==> config.mk <==
export PLATFORM = sky130hd
export DESIGN_NAME = regfile_write_arbiter_flat
export DESIGN_NICKNAME = d
export VERILOG_FILES = /design/src/rtl/regfile_write_arbiter_pkg.sv /design/src/rtl/regfile_write_arbiter_if.sv /design/src/rtl/regfile_write_arbiter_wb_fifo.sv /design/src/rtl/regfile_write_arbiter.sv /design/src/flat_wrapper.sv
export SDC_FILE = /design/constraint.sdc
export NUM_CORES = 1
export LEC_CHECK = 0
export ABC_CLOCK_PERIOD_IN_PS = 5900
export CAP_MARGIN = 20
export CORE_MARGIN = 2
export CORE_UTILIZATION = 30
export CTS_CLUSTER_DIAMETER = 40
export CTS_CLUSTER_SIZE = 8
export DETAILED_ROUTE_END_ITERATION = 7
export SYNTH_ARGS = -nofsm -noshare
export SYNTH_HDL_FRONTEND = slang
export SYNTH_SLANG_ARGS = --single-unit
==> constraint.sdc <==
create_clock -name clock -period 5.9 [get_ports clock]
set_clock_uncertainty 0.15 [all_clocks]
set_input_delay 1.18 -clock clock [delete_from_list [all_inputs] [get_ports clock]]
set_output_delay 1.18 -clock clock [all_outputs]
set_load 0.05 [all_outputs]
==> src/rtl/regfile_write_arbiter_pkg.sv <==
// Shared widths, the writeback request record and the onehot helper.
// Used by the arbiter, its result FIFO and the port interface.
package regfile_write_arbiter_pkg;

    localparam int ADDR_W   = 5;
    localparam int DATA_W   = 32;
    localparam int NUM_REGS = 32;

    typedef struct packed {
        logic [ADDR_W-1:0] rd;
        logic [DATA_W-1:0] data;
    } wb_req_t;

    // x0 is hardwired, so it never contributes to the busy mask.
    function automatic logic [NUM_REGS-1:0] rd_onehot(input logic [ADDR_W-1:0] rd);
        rd_onehot = '0;
        if (rd != '0) begin
            rd_onehot[rd] = 1'b1;
        end
    endfunction

endpackage

==> src/rtl/regfile_write_arbiter_if.sv <==
// Pipeline WB, LSU return and register-file write signals of the arbiter.
// slave = arbiter side, master = the driving environment.
interface regfile_write_arbiter_if;
    import regfile_write_arbiter_pkg::*;

    logic                pipe_valid;
    logic [ADDR_W-1:0]   pipe_rd;
    logic [DATA_W-1:0]   pipe_data;
    logic                pipe_ready;
    logic                lsu_valid;
    logic [ADDR_W-1:0]   lsu_rd;
    logic [DATA_W-1:0]   lsu_data;
    logic                lsu_ready;
    logic                wr_en;
    logic [ADDR_W-1:0]   wr_addr;
    logic [DATA_W-1:0]   wr_data;
    logic [NUM_REGS-1:0] busy_mask;

    modport slave (
        input  pipe_valid, pipe_rd, pipe_data,
        input  lsu_valid, lsu_rd, lsu_data,
        output pipe_ready, lsu_ready,
        output wr_en, wr_addr, wr_data, busy_mask
    );

    modport master (
        output pipe_valid, pipe_rd, pipe_data,
        output lsu_valid, lsu_rd, lsu_data,
        input  pipe_ready, lsu_ready,
        input  wr_en, wr_addr, wr_data, busy_mask
    );

endinterface

==> src/rtl/regfile_write_arbiter_wb_fifo.sv <==
// Circular buffer of LSU results; push/pop take effect at the next edge, no bypass.
// Pushes are ignored when full and pops when empty; per-slot valid bits are exported.
module wb_fifo
    import regfile_write_arbiter_pkg::*;
#(
    parameter int DEPTH = 2
) (
    input  logic                  clock,
    input  logic                  reset,
    input  logic                  push_i,
    input  wb_req_t               push_req_i,
    input  logic                  pop_i,
    output wb_req_t               head_o,
    output logic                  full_o,
    output logic                  empty_o,
    output logic [DEPTH-1:0]      entry_vld_o,
    output wb_req_t [DEPTH-1:0]   entries_o
);

    localparam int PTR_W = (DEPTH > 1) ? $clog2(DEPTH) : 1;
    localparam logic [PTR_W-1:0] LAST = PTR_W'(DEPTH - 1);

    wb_req_t [DEPTH-1:0] mem_q;
    logic [DEPTH-1:0]    vld_q, vld_d;
    logic [PTR_W-1:0]    rd_ptr_q, wr_ptr_q;
    logic                push_ok, pop_ok;

    function automatic logic [PTR_W-1:0] next_ptr(input logic [PTR_W-1:0] p);
        next_ptr = (p == LAST) ? '0 : p + 1'b1;
    endfunction

    assign full_o      = &vld_q;
    assign empty_o     = ~|vld_q;
    assign push_ok     = push_i && !full_o;
    assign pop_ok      = pop_i && !empty_o;
    assign head_o      = mem_q[rd_ptr_q];
    assign entry_vld_o = vld_q;
    assign entries_o   = mem_q;

    always_comb begin
        vld_d = vld_q;
        if (pop_ok) begin
            vld_d[rd_ptr_q] = 1'b0;
        end
        if (push_ok) begin
            vld_d[wr_ptr_q] = 1'b1;
        end
    end

    always_ff @(posedge clock) begin
        if (reset) begin
            vld_q    <= '0;
            rd_ptr_q <= '0;
            wr_ptr_q <= '0;
        end else begin
            vld_q <= vld_d;
            if (push_ok) begin
                mem_q[wr_ptr_q] <= push_req_i;
                wr_ptr_q        <= next_ptr(wr_ptr_q);
            end
            if (pop_ok) begin
                rd_ptr_q <= next_ptr(rd_ptr_q);
            end
        end
    end

endmodule

==> src/rtl/regfile_write_arbiter.sv <==
// Shares the register-file write port between pipeline WB and buffered LSU results.
// Write issues one edge after winning; pipe stalls via pipe_ready, LSU via lsu_ready=!full.
module regfile_write_arbiter
    import regfile_write_arbiter_pkg::*;
#(
    parameter int BUF_DEPTH  = 2,
    parameter int STARVE_MAX = 4
) (
    input  logic                     clock,
    input  logic                     reset,
    regfile_write_arbiter_if.slave   bus
);

    localparam int CNT_W = $clog2(STARVE_MAX + 1);
    localparam logic [CNT_W-1:0] STARVE_LIM = CNT_W'(STARVE_MAX);

    wb_req_t                 fifo_head;
    wb_req_t [BUF_DEPTH-1:0] fifo_entries;
    logic [BUF_DEPTH-1:0]    fifo_vld;
    logic                    fifo_full, fifo_empty;
    logic                    fifo_push, fifo_win, pipe_win, pipe_hazard;
    logic [NUM_REGS-1:0]     busy;

    logic                    wr_en_q, wr_en_d;
    logic [ADDR_W-1:0]       wr_addr_q, wr_addr_d;
    logic [DATA_W-1:0]       wr_data_q, wr_data_d;
    logic [CNT_W-1:0]        starve_q, starve_d;

    assign fifo_push = bus.lsu_valid && !fifo_full;

    wb_fifo #(.DEPTH(BUF_DEPTH)) u_fifo (
        .clock       (clock),
        .reset       (reset),
        .push_i      (fifo_push),
        .push_req_i  ('{rd: bus.lsu_rd, data: bus.lsu_data}),
        .pop_i       (fifo_win),
        .head_o      (fifo_head),
        .full_o      (fifo_full),
        .empty_o     (fifo_empty),
        .entry_vld_o (fifo_vld),
        .entries_o   (fifo_entries)
    );

    // Everything not yet retired to the register file: buffered results plus the write in flight.
    always_comb begin
        busy = '0;
        for (int i = 0; i < BUF_DEPTH; i++) begin
            if (fifo_vld[i]) begin
                busy = busy | rd_onehot(fifo_entries[i].rd);
            end
        end
        if (wr_en_q) begin
            busy = busy | rd_onehot(wr_addr_q);
        end
    end

    assign pipe_hazard = bus.pipe_valid && (bus.pipe_rd != '0) && busy[bus.pipe_rd];
    assign fifo_win    = !fifo_empty && ((starve_q == STARVE_LIM) || pipe_hazard || !bus.pipe_valid);
    assign pipe_win    = bus.pipe_valid && !fifo_win && !pipe_hazard;

    always_comb begin
        wr_en_d   = 1'b0;
        wr_addr_d = wr_addr_q;
        wr_data_d = wr_data_q;
        if (fifo_win) begin
            wr_en_d   = (fifo_head.rd != '0);
            wr_addr_d = fifo_head.rd;
            wr_data_d = fifo_head.data;
        end else if (pipe_win) begin
            wr_en_d   = (bus.pipe_rd != '0);
            wr_addr_d = bus.pipe_rd;
            wr_data_d = bus.pipe_data;
        end
    end

    always_comb begin
        starve_d = starve_q;
        if (fifo_empty || fifo_win) begin
            starve_d = '0;
        end else if (pipe_win && (starve_q != STARVE_LIM)) begin
            starve_d = starve_q + 1'b1;
        end
    end

    always_ff @(posedge clock) begin
        if (reset) begin
            wr_en_q   <= 1'b0;
            wr_addr_q <= '0;
            wr_data_q <= '0;
            starve_q  <= '0;
        end else begin
            wr_en_q   <= wr_en_d;
            wr_addr_q <= wr_addr_d;
            wr_data_q <= wr_data_d;
            starve_q  <= starve_d;
        end
    end

    assign bus.pipe_ready = !fifo_win && !pipe_hazard;
    assign bus.lsu_ready  = !fifo_full;
    assign bus.wr_en      = wr_en_q;
    assign bus.wr_addr    = wr_addr_q;
    assign bus.wr_data    = wr_data_q;
    assign bus.busy_mask  = busy;

endmodule

==> src/flat_wrapper.sv <==
// flat-port wrapper written by rule: the top's interface ports become plain ports
module regfile_write_arbiter_flat import regfile_write_arbiter_pkg::*;
#(
    parameter int BUF_DEPTH  = 2,
    parameter int STARVE_MAX = 4
)
  (clock, reset, bus_pipe_valid, bus_pipe_rd, bus_pipe_data, bus_lsu_valid, bus_lsu_rd, bus_lsu_data, bus_pipe_ready, bus_lsu_ready, bus_wr_en, bus_wr_addr, bus_wr_data, bus_busy_mask);
  regfile_write_arbiter_if bus_i ();
  input  logic clock;
  input  logic reset;
  input wire logic [$bits(bus_i.pipe_valid)-1:0] bus_pipe_valid;
  input wire logic [$bits(bus_i.pipe_rd)-1:0] bus_pipe_rd;
  input wire logic [$bits(bus_i.pipe_data)-1:0] bus_pipe_data;
  input wire logic [$bits(bus_i.lsu_valid)-1:0] bus_lsu_valid;
  input wire logic [$bits(bus_i.lsu_rd)-1:0] bus_lsu_rd;
  input wire logic [$bits(bus_i.lsu_data)-1:0] bus_lsu_data;
  output wire logic [$bits(bus_i.pipe_ready)-1:0] bus_pipe_ready;
  output wire logic [$bits(bus_i.lsu_ready)-1:0] bus_lsu_ready;
  output wire logic [$bits(bus_i.wr_en)-1:0] bus_wr_en;
  output wire logic [$bits(bus_i.wr_addr)-1:0] bus_wr_addr;
  output wire logic [$bits(bus_i.wr_data)-1:0] bus_wr_data;
  output wire logic [$bits(bus_i.busy_mask)-1:0] bus_busy_mask;
  assign bus_i.pipe_valid = bus_pipe_valid;
  assign bus_i.pipe_rd = bus_pipe_rd;
  assign bus_i.pipe_data = bus_pipe_data;
  assign bus_i.lsu_valid = bus_lsu_valid;
  assign bus_i.lsu_rd = bus_lsu_rd;
  assign bus_i.lsu_data = bus_lsu_data;
  assign bus_pipe_ready = bus_i.pipe_ready;
  assign bus_lsu_ready = bus_i.lsu_ready;
  assign bus_wr_en = bus_i.wr_en;
  assign bus_wr_addr = bus_i.wr_addr;
  assign bus_wr_data = bus_i.wr_data;
  assign bus_busy_mask = bus_i.busy_mask;
  regfile_write_arbiter #(.BUF_DEPTH(BUF_DEPTH), .STARVE_MAX(STARVE_MAX)) u_core (.clock(clock), .reset(reset), .bus(bus_i));
endmodule
==> impl_metrics.json <==
{
  "status": "complete, no violations",
  "netlist_area_mm2": 0.006040,
  "synth_compound_gate_area_share_pct": 17.55,
  "grt_max_degree": 43,
  "fin_nets": 756,
  "startpoint": "bus_pipe_rd[0]",
  "tightest_slew_ns": 0.9217,
  "synth_most_common_cell": "nand2_1",
  "whs_ns": 0.3047,
  "critPathLaunchType": "primary input",
  "path_max_fanout": 19,
  "ys_seq_area_share_pct": 51.71,
  "endpoint_kind": "output pin",
  "regToRegSetupSlack_ns": 2.00,
  "crit_path_end": "bus_pipe_ready",
  "n_antenna_cell": 0,
  "portBuffers": 148,
  "core_area_mm2": 0.01959,
  "synthDistinctLibCells": 80,
  "cts_setup_buffers": 0,
  "place_congestion": 0.9273,
  "post-place-ws_ns": 0.9047,
  "overflow": 0,
  "grt_setup_unrepaired": "no",
  "ys_warn_count": 0,
  "cts-htree-levels": 4,
  "synth.top_cells.by_area": "edfxtp_1 37%, dfxtp_1 15%, mux2_2 6.9%",
  "dieHeight_um": 145.9,
  "rows": 51,
  "cts_tree": "built",
  "dr.pass1.iters": 6,
  "power_density_mw_per_mm2": 294.0,
  "synth-simple-area-share_pct": 15.83,
  "cts_root_buffer": "clkbuf_16",
  "ys_top_cells_by_count": "87 x nand2_1, 74 x edfxtp_1, 45 x dfxtp_1",
  "finalSetupViolations": 0,
  "r2r_start": "u_core.u_fifo.entries_o[72]$_DFFE_PP_",
  "wire_per_inst_um": 20.01,
  "syn_nets": 619,
  "clk_pin_slew_ns": 0.05,
  "yosys.area.top_type": "edfxtp_1",
  "avgSynthCellArea_um2": 11.21,
  "drc": 0,
  "cts_sinks": 119,
  "synthFlopType": "edfxtp_1",
  "cts_hold_buffers": 0,
  "antenna_found_initial": 1,
  "fmaxAchievable_ghz": 0.1995,
  "synth-seq-cells": 119,
  "fin_crit_ns": 5.013,
  "synthXorXnorAreaFrac_pct": 0.2900,
  "synthCells": 539,
  "areaGrowthSynthToFinish_pct": 36.98,
  "start_util_pct": 30.83,
  "crit_required_ns": 4.57,
  "drt_iter0_markers": 468,
  "fin_tns_setup_ns": 0,
  "grtUsageTotal_pct": 17.86,
  "ir_worst_vdd_v": 0.0001857,
  "crit_type": "in -> out",
  "maxCapViolCount": 0,
  "die_x_um": 145.9,
  "synth_edf_count": 74,
  "die_area_mm2": 0.02128,
  "cts_made_buffers": 17,
  "grt_pass1_vias": 5162,
  "finalHoldViolCount": 0,
  "fin_crit_sh_pct": 84.97,
  "cp.arrival_ns": 3.68,
  "grt_pass1_wl_um": 29570,
  "vias": 5064,
  "wirelength_um": 19070,
  "leakagePower_uw": 0.002818,
  "slew_headroom_pct": 38.49,
  "ant_nets": 0,
  "hp-class": "reg -> reg",
  "yosysTopAreaCellShare_pct": 36.79,
  "drive_gt1_share_pct": 15.12,
  "timing.rr.end": "u_core.bus.wr_data[6]$_SDFFE_PP0P_",
  "vias_per_cell": 5.314,
  "synth.mux.area_fraction_pct": 10.05,
  "maxSlewViolCount": 0,
  "cts_resized": 0,
  "synthAdderAreaFrac_pct": 0.4143,
  "setup_ws_ns": 0.8867,
  "clock_path_buffers": 2,
  "boundaryPins": 150,
  "post-dp-hpwl_um": 14090,
  "r2r_cells": 10,
  "async_reset_ff_share_pct": 0,
  "synth_top_family_by_area": "compound AO/OA/AOI/OAI gates",
  "insertion_delay_ns": 0.40
}
## registers in the layout, summed over array words and instances (netlist names)
register	cells
u_core.u_fifo.entries_o	74
u_core.u_fifo.rd_ptr_q	1
u_core.bus.wr_en	1
u_core.bus.wr_data	32
u_core.u_fifo.entry_vld_o	2
u_core.bus.wr_addr	5
u_core.starve_q	3
u_core.u_fifo.wr_ptr_q	1
## where the power goes
| part | switching [uW] | internal [uW] | leakage [uW] |
|---|---|---|---|
| logic | 299 | 205 | 0.00150 |
| clock network | 345 | 594 | 0.000266 |
| registers | 47.9 | 942 | 0.00105 |
| total | 691 | 1740 | 0.00282 |
## placed cells by master, fill, tap and decap left out, types with 4 or more instances in the layout
| cell | instances |
|---|---|
| nor4_1 | 4 |
| buf_4 | 6 |
| a22oi_1 | 31 |
| inv_1 | 8 |
| and3b_1 | 4 |
| o22ai_2 | 10 |
| edfxtp_1 | 74 |
| o22ai_1 | 14 |
| nand3_1 | 7 |
| nor2b_1 | 6 |
| o21ai_0 | 8 |
| mux2i_1 | 19 |
| nand2_1 | 87 |
| clkinv_2 | 5 |
| nor2_1 | 14 |
| a311oi_1 | 4 |
| dfxtp_1 | 44 |
| nand2b_1 | 6 |
| mux2_2 | 37 |
| clkbuf_16 | 17 |
| a21oi_1 | 23 |
| and2_1 | 5 |
| nand4_1 | 6 |
| clkdlybuf4s50_1 | 147 |
## critical path: stages
cell and delay (ns):
clkdlybuf4s50_1 0.80, and2_1 0.34, a22o_1 0.23, a2111o_1 0.45, o211ai_2 0.16, a21oi_4 0.09, nor2_1 0.19, buf_4 0.24
## metrics by stage
stage	instance area, um^2	utilization (%)	total power (uW)	std cells
after floorplan	6040	-	1323	539
final	8273	42.23	2433	953
after global placement	7705	39.33	1501	920
after CTS	8253	42.13	2457	952
after global routing	8273	42.23	2530	953
after detailed placement	7710	39.36	1508	921
## cells by family after synthesis
logic type,count (synthesis)
AOI/OAI and AO/OA,135
xor gates and xnor gates,2
adders and majority gates,2
buffers and inverters,46
DFF,119
muxes,56
other,1
and+or+nand+nor,178
## final cells by class
| cell class | instances | area, um^2 |
|---|---|---|
| Inverter | 8 | 30.03 |
| Tap cell | 265 | 331.6 |
| Clock buffer | 22 | 464.2 |
| Multi-Input combinational cell | 374 | 2683 |
| Clock inverter | 9 | 78.83 |
| Sequential cell | 119 | 3124 |
| Timing Repair Buffer | 156 | 1562 |
| Fill cell | 1867 | 11320 |
## worst min path at each step
stage / endpoint / depth (start not counted) / slack [ns] / startpoint
finish: u_core.bus.wr_data[20]$_SDFFE_PP0P_ / 2 / 0.30 / u_core.bus.wr_data[20]$_SDFFE_PP0P_
floorplan: u_core.starve_q[0]$_SDFFE_PP0P_ / 1 / 0.28 / u_core.starve_q[0]$_SDFFE_PP0P_
global placement: u_core.bus.wr_data[17]$_SDFFE_PP0P_ / 2 / 0.29 / u_core.bus.wr_data[17]$_SDFFE_PP0P_
CTS: u_core.bus.wr_data[20]$_SDFFE_PP0P_ / 2 / 0.30 / u_core.bus.wr_data[20]$_SDFFE_PP0P_
detailed placement: u_core.bus.wr_data[20]$_SDFFE_PP0P_ / 2 / 0.30 / u_core.bus.wr_data[20]$_SDFFE_PP0P_
global route: u_core.bus.wr_data[30]$_SDFFE_PP0P_ / 2 / 0.32 / u_core.bus.wr_data[30]$_SDFFE_PP0P_
## per-layer routing
metal | part of all wire (%) | up-vias | track usage (%)
met5 | 0.068 | - | 0
met4 | 2.7 | 2 | 6.520
met2 | 45 | 266 | 27.62
li1 | - | 2339 | -
met1 | 42 | 2418 | 22.83
met3 | 10 | 39 | 6.677
Note: power is estimated with default switching activity, not from simulation.
